`src/rtl/wbu_fifo_arbiter.sv`:
```
// wbu_fifo_arbiter: packet-locked two-source round-robin arbiter driving a credit-tracked FIFO write port.
// Define WBUARB_PRIORITY_EN for fixed A-over-B priority in IDLE instead of round-robin.
module wbu_fifo_arbiter #(
  parameter int BW     = 36,
  parameter int LGFLEN = 10
) (
  input  logic              i_clk,
  input  logic              i_rst,
  input  logic              i_a_stb,
  input  logic [BW-1:0]     i_a_data,
  input  logic              i_a_last,
  output logic              o_a_busy,
  input  logic              i_b_stb,
  input  logic [BW-1:0]     i_b_data,
  input  logic              i_b_last,
  output logic              o_b_busy,
  output logic              o_fifo_wr,
  output logic [BW-1:0]     o_fifo_data,
  input  logic              i_fifo_rd,
  output logic [LGFLEN-1:0] o_fill,
  output logic              o_err
);
  typedef enum logic [1:0] {IDLE, OWN_A, OWN_B} state_t;
  localparam logic [LGFLEN-1:0] CAP = {LGFLEN{1'b1}};
  state_t state_q, state_d;
  logic last_b_q, last_b_d;
  logic [LGFLEN-1:0] fill_q, fill_d;
  logic wr_q, err_q, err_d;
  logic [BW-1:0] data_q;
  logic room, sel_a, sel_b, acc_a, acc_b, acc, pop;
  always_comb begin
    room = fill_q != CAP;
`ifdef WBUARB_PRIORITY_EN
    sel_a = state_q == OWN_A || (state_q == IDLE && i_a_stb);
`else
    sel_a = state_q == OWN_A || (state_q == IDLE && i_a_stb && (!i_b_stb || last_b_q));
`endif
    sel_b = state_q == OWN_B || (state_q == IDLE && i_b_stb && !sel_a);
    acc_a = !i_rst && i_a_stb && sel_a && room;
    acc_b = !i_rst && i_b_stb && sel_b && room;
    acc = acc_a || acc_b;
    // a pop with no credits is an error, never an underflow
    pop = i_fifo_rd && fill_q != '0;
    fill_d = (acc && !pop) ? fill_q + 1'b1 : (!acc && pop) ? fill_q - 1'b1 : fill_q;
    err_d = i_fifo_rd && fill_q == '0 && !acc;
    state_d = state_q;
    last_b_d = last_b_q;
    if (acc_a) begin
      state_d = i_a_last ? IDLE : OWN_A;
      last_b_d = i_a_last ? 1'b0 : last_b_q;
    end
    if (acc_b) begin
      state_d = i_b_last ? IDLE : OWN_B;
      last_b_d = i_b_last ? 1'b1 : last_b_q;
    end
  end
  assign o_a_busy = i_rst || !(sel_a && room);
  assign o_b_busy = i_rst || !(sel_b && room);
  assign o_fifo_wr = wr_q;
  assign o_fifo_data = data_q;
  assign o_fill = fill_q;
  assign o_err = err_q;
  always_ff @(posedge i_clk) begin
    if (i_rst) begin
      state_q <= IDLE;
      last_b_q <= 1'b1;
      fill_q <= '0;
      wr_q <= 1'b0;
      data_q <= '0;
      err_q <= 1'b0;
    end else begin
      state_q <= state_d;
      last_b_q <= last_b_d;
      fill_q <= fill_d;
      wr_q <= acc;
      if (acc) data_q <= acc_a ? i_a_data : i_b_data;
      err_q <= err_d;
    end
  end
endmodule
```
`config.mk`:
```
export PLATFORM = sky130hd
export DESIGN_NAME = wbu_fifo_arbiter
export DESIGN_NICKNAME = d
export VERILOG_FILES = /design/src/rtl/wbu_fifo_arbiter.sv
export SDC_FILE = /design/constraint.sdc
export NUM_CORES = 1
export LEC_CHECK = 0
export ABC_AREA = 1
export CAP_MARGIN = 20
export CORE_MARGIN = 1
export CORE_UTILIZATION = 43
export CTS_CLUSTER_DIAMETER = 200
export CTS_CLUSTER_SIZE = 10
export DETAILED_ROUTE_END_ITERATION = 12
export PLACE_DENSITY = 0.82
export SKIP_CTS_REPAIR_TIMING = 1
export SLEW_MARGIN = 5
export SYNTH_ARGS = -nofsm -noshare
export SYNTH_HDL_FRONTEND = slang
export SYNTH_SLANG_ARGS = --single-unit
```
`constraint.sdc`:
```
create_clock -name i_clk -period 4.1 [get_ports i_clk]
set_clock_uncertainty 0.2 [all_clocks]
set_input_delay 1.025 -clock i_clk [delete_from_list [all_inputs] [get_ports i_clk]]
set_output_delay 1.025 -clock i_clk [all_outputs]
set_load 0.02 [all_outputs]
```
==> summary.md <==
| Metric | Value |
|---|---|
| Post-Synthesis Cell Area | 2942 um2 |
| Adder-Cell Fraction of Synth Area | 0.04509 |
| Via count of the first global-routing pass | 2966 |
| Post-Syn Nets | 544 |
| Largest family of logic cells by synthesized area | simple AND/OR/NAND/NOR gates |
| Worst-case setup slack after placement | -32.25 ps |
| Worst ir drop on vdd | 0.2204 mV |
| Routed Wire Length | 8011 um |
| Final Hold Violating Endpoints | 0 |
| Final critical path time including I/O delays and setup | 3913 ps |
| Area post-placement | 4198 um2 |
| Worst-case hold slack | 281.2 ps |
| Via count normalized by instance count | 4.911 |
| Net switching share of the total power | 0.3997 |
| Synthesized-area fraction occupied by and/or/nand/nor cells | 0.3820 |
| Slew at the pin with the worst max-slew slack | 588.9 ps |
| Row cnt | 29 |
| Signal arrival time at the worst endpoint | 3970 ps |
| Routed vias | 3197 |
| Post-DP HPWL | 5911 um |
| Category of the most critical setup path | in -> reg |
| Number of register bits inferred by synthesis | 51 |
| RSZ-0062 raised after global routing | no |
| Final-stage net count | 663 |
| Highest Clock Rate | 255.5 MHz |
| Outcome | finished with violations |
| Final weighted congestion in routability-driven placement | 0.9092 |
| Worst-Skew Late Latency | 300 ps |
| Sink count of the clock tree | 51 |
| Relative contribution of combinational cells to total power | 0.495 |
| # port buffers | 128 |
| Compound-cell area share of the yosys netlist | 0.1144 |
| Worst hold path startpoint | last_b_q |
| Root buf cell | clkbuf_8 |
| Initial DRC Count | 217 |
| Part of the cycle the worst path needs | 0.9545 |
| Biggest area consumer among synthesized cells | dfxtp_1 |
| Crit. End Element | flip-flop |
| Proportion of netlist area held by the largest area contributor | 0.3471 |
| Core Footprint | 6459 um2 |
| Initial core utilization | 0.4554 |
| Share of synthesized area occupied by flip-flops and latches | 0.3471 |
| Share of synthesized area spent on multiplexers | 0 |
| Mean routed wirelength per cell | 12.31 um |
| Area Growth Syn to Fin | 46.19% |
| Number of levels the H-tree was split into | 2 |
| Path type of the worst min-delay path | reg -> reg |
| Initial antenna violation count | 0 |
| RR Startpoint | o_fill[0] |
| Clock transition at the registers of the reported paths | 100 ps |
| Worst setup slack after layout | 186.6 ps |
| Power density normalized to cell area | 455.5 nW/um2 |
| Max-slew violation count | 0 |
| CTS Buf Count | 5 |
| Overflow after GRT | 0 |
| DRC | 6 |
| Per-instance average area after synthesis | 6.465 um2 |
| Buffer levels on the longest clock path | 2 |
| Chip Width | 84.71 um |
| First-pass GRT wire length | 13310 um |
| Internal power contribution | 0.001176 W |
| Total Power | 0.001959 W |
| Cell types occupying the most area after synthesis | dfxtp_1 (35%), nand2_1 (18%), nor2_1 (12%), o21ai_0 (6.0%), inv_1 (4.3%) |
| Lkg Pwr | 2.005 nW |
| Total routing resource utilization after global routing | 0.2304 |
| Violated checks | design-rule violations |
| Maximum fanout encountered on the critical timing path | 8 |
| Max-capacitance violation count | 0 |
| CP startpoint | i_b_stb |
| Tightest slew margin relative to the limit | 0.6068 |
| Fraction of layout instances using a drive strength above 1 | 0.05226 |
| Top-level I/O count | 129 |
| Clk pwr share | 0.175 |
| Pin count of the biggest net entering global routing | 40 |
| Flop pwr share | 0.330 |
| Area of all placed cells without fillers | 4300 um2 |
| Number of instances in the synthesized netlist | 455 |
| Count of endpoints failing setup in the final report | 0 |
| Xor and xnor area share after synthesis | 0.01191 |
| Data required time of the critical path | 4160 ps |
| TritonCTS clock tree | yes |
| Yosys warnings | 0 |
| Die Area | 7176 um2 |
| Y dimension of the die | 84.71 um |
| Antenna violation net count after detailed routing | 0 |
| Library cells used by synthesis | 33 |
| Setup TNS | 0 ps |
| Switching power total | 0.0007831 W |
| Antenna fix cells | 0 |
| Number of detailed-route iterations in the first pass | 8 |
| Startpoint type of the worst setup path | primary input |
-- area by class of cell --
cell class / count / area, um2
well taps: 77 / 96.34
clock buffers: 6 / 72.57
inverters: 37 / 141.4
multi-input cells: 347 / 1628
clock inverters: 1 / 30.03
repair buffers: 132 / 1311
fillers: 561 / 2158
flip-flops and latches: 51 / 1021
-- power groups by stage --
stage	Combinational [W]	Clock (W)	Sequential, W
2_1_floorplan	0.000538	0	0.000727
3_3_place_gp	0.000926	0	0.000653
3_5_place_dp	0.000957	0	0.000656
4_1_cts	0.000966	0.000346	0.000645
5_1_grt	0.00108	0.000364	0.000657
6_report	0.000970	0.000342	0.000646
-- worst paths after layout --
check | endpoint | depth (start not counted) | slack (ps)
max | o_fill[6] | 16 | 190
max reg2reg | o_fill[6] | 15 | 970
min | last_b_q | 2 | 280
min reg2reg | last_b_q | 2 | 280
-- cells by family (layout without fill, tap and decap cells) --
group / count (synthesis) / after routing
AOI/OAI and AO/OA: 64 / 64
xor gates and xnor gates: 4 / 4
adders and majority gates: 10 / 10
buffers and inverters: 57 / 176
DFF: 51 / 51
and+or+nand+nor: 269 / 269
-- cells in the final DEF, fill, tap and decap left out, types with 4 or more instances in the layout --
cell and count:
inv_1 34, ha_1 9, nand2_1 141, clkbuf_8 5
nor2_1 92, clkdlybuf4s50_1 128, buf_4 4, nand3_1 15
o21ai_0 35, a21oi_1 15, dfxtp_1 51, nand2_2 11
o21ai_1 8
-- critical path, stage by stage --
cell and delay, ps:
clkdlybuf4s50_1 550, inv_1 90, a21o_1 170, nand2_2 80, nand4_4 150, nand2_4 90, ha_1 210, inv_1 180
ha_1 400, nand2_1 90, o21ai_0 370, nand3_1 200, a21o_1 200, nand3_1 60, nand2_1 60, inv_1 40
-- flip-flops by register name, summed over array words and instances (netlist names) --
name / flops
o_fifo_data: 36
o_fill: 10
state_q: 2
last_b_q: 1
o_err: 1
o_fifo_wr: 1
-- through the flow --
stage	std cells	utilization
6_report	651	0.6658
5_1_grt	651	0.6658
4_1_cts	651	0.6658
3_5_place_dp	644	0.6499
3_3_place_gp	644	0.6499
2_1_floorplan	455	-
-- metal layers --
layer / routed length, um / global-route usage / vias up
met4: 106 / 0.06009 / 0
met3: 743 / 0.07965 / 8
met5: 0 / 0 / -
li1: - / - / 1657
met1: 3320 / 0.2637 / 1400
met2: 3841 / 0.4095 / 132
-- synth_stat cells --
library cell and n:
fa_1 1, a21oi_1 15, buf_6 3, nand4_4 1, nand2_4 1, buf_4 6
nand3_4 2, xor2_1 2, a21o_1 2, nand4_1 3, dfxtp_1 51, buf_12 1
nand3_1 15, buf_2 1, buf_8 1, ha_1 9, inv_1 34, nor4_1 1
inv_4 1, o21bai_1 3, o21ai_1 8, clkbuf_2 2, clkinv_1 1, nand2_1 141
or2_2 1, o21ai_0 35, xnor2_1 2, nor2_1 92, nand2_2 11, clkbuf_1 6
inv_2 1, nor2_2 1, o21ai_2 1
Power figures use the tool's default switching activity.
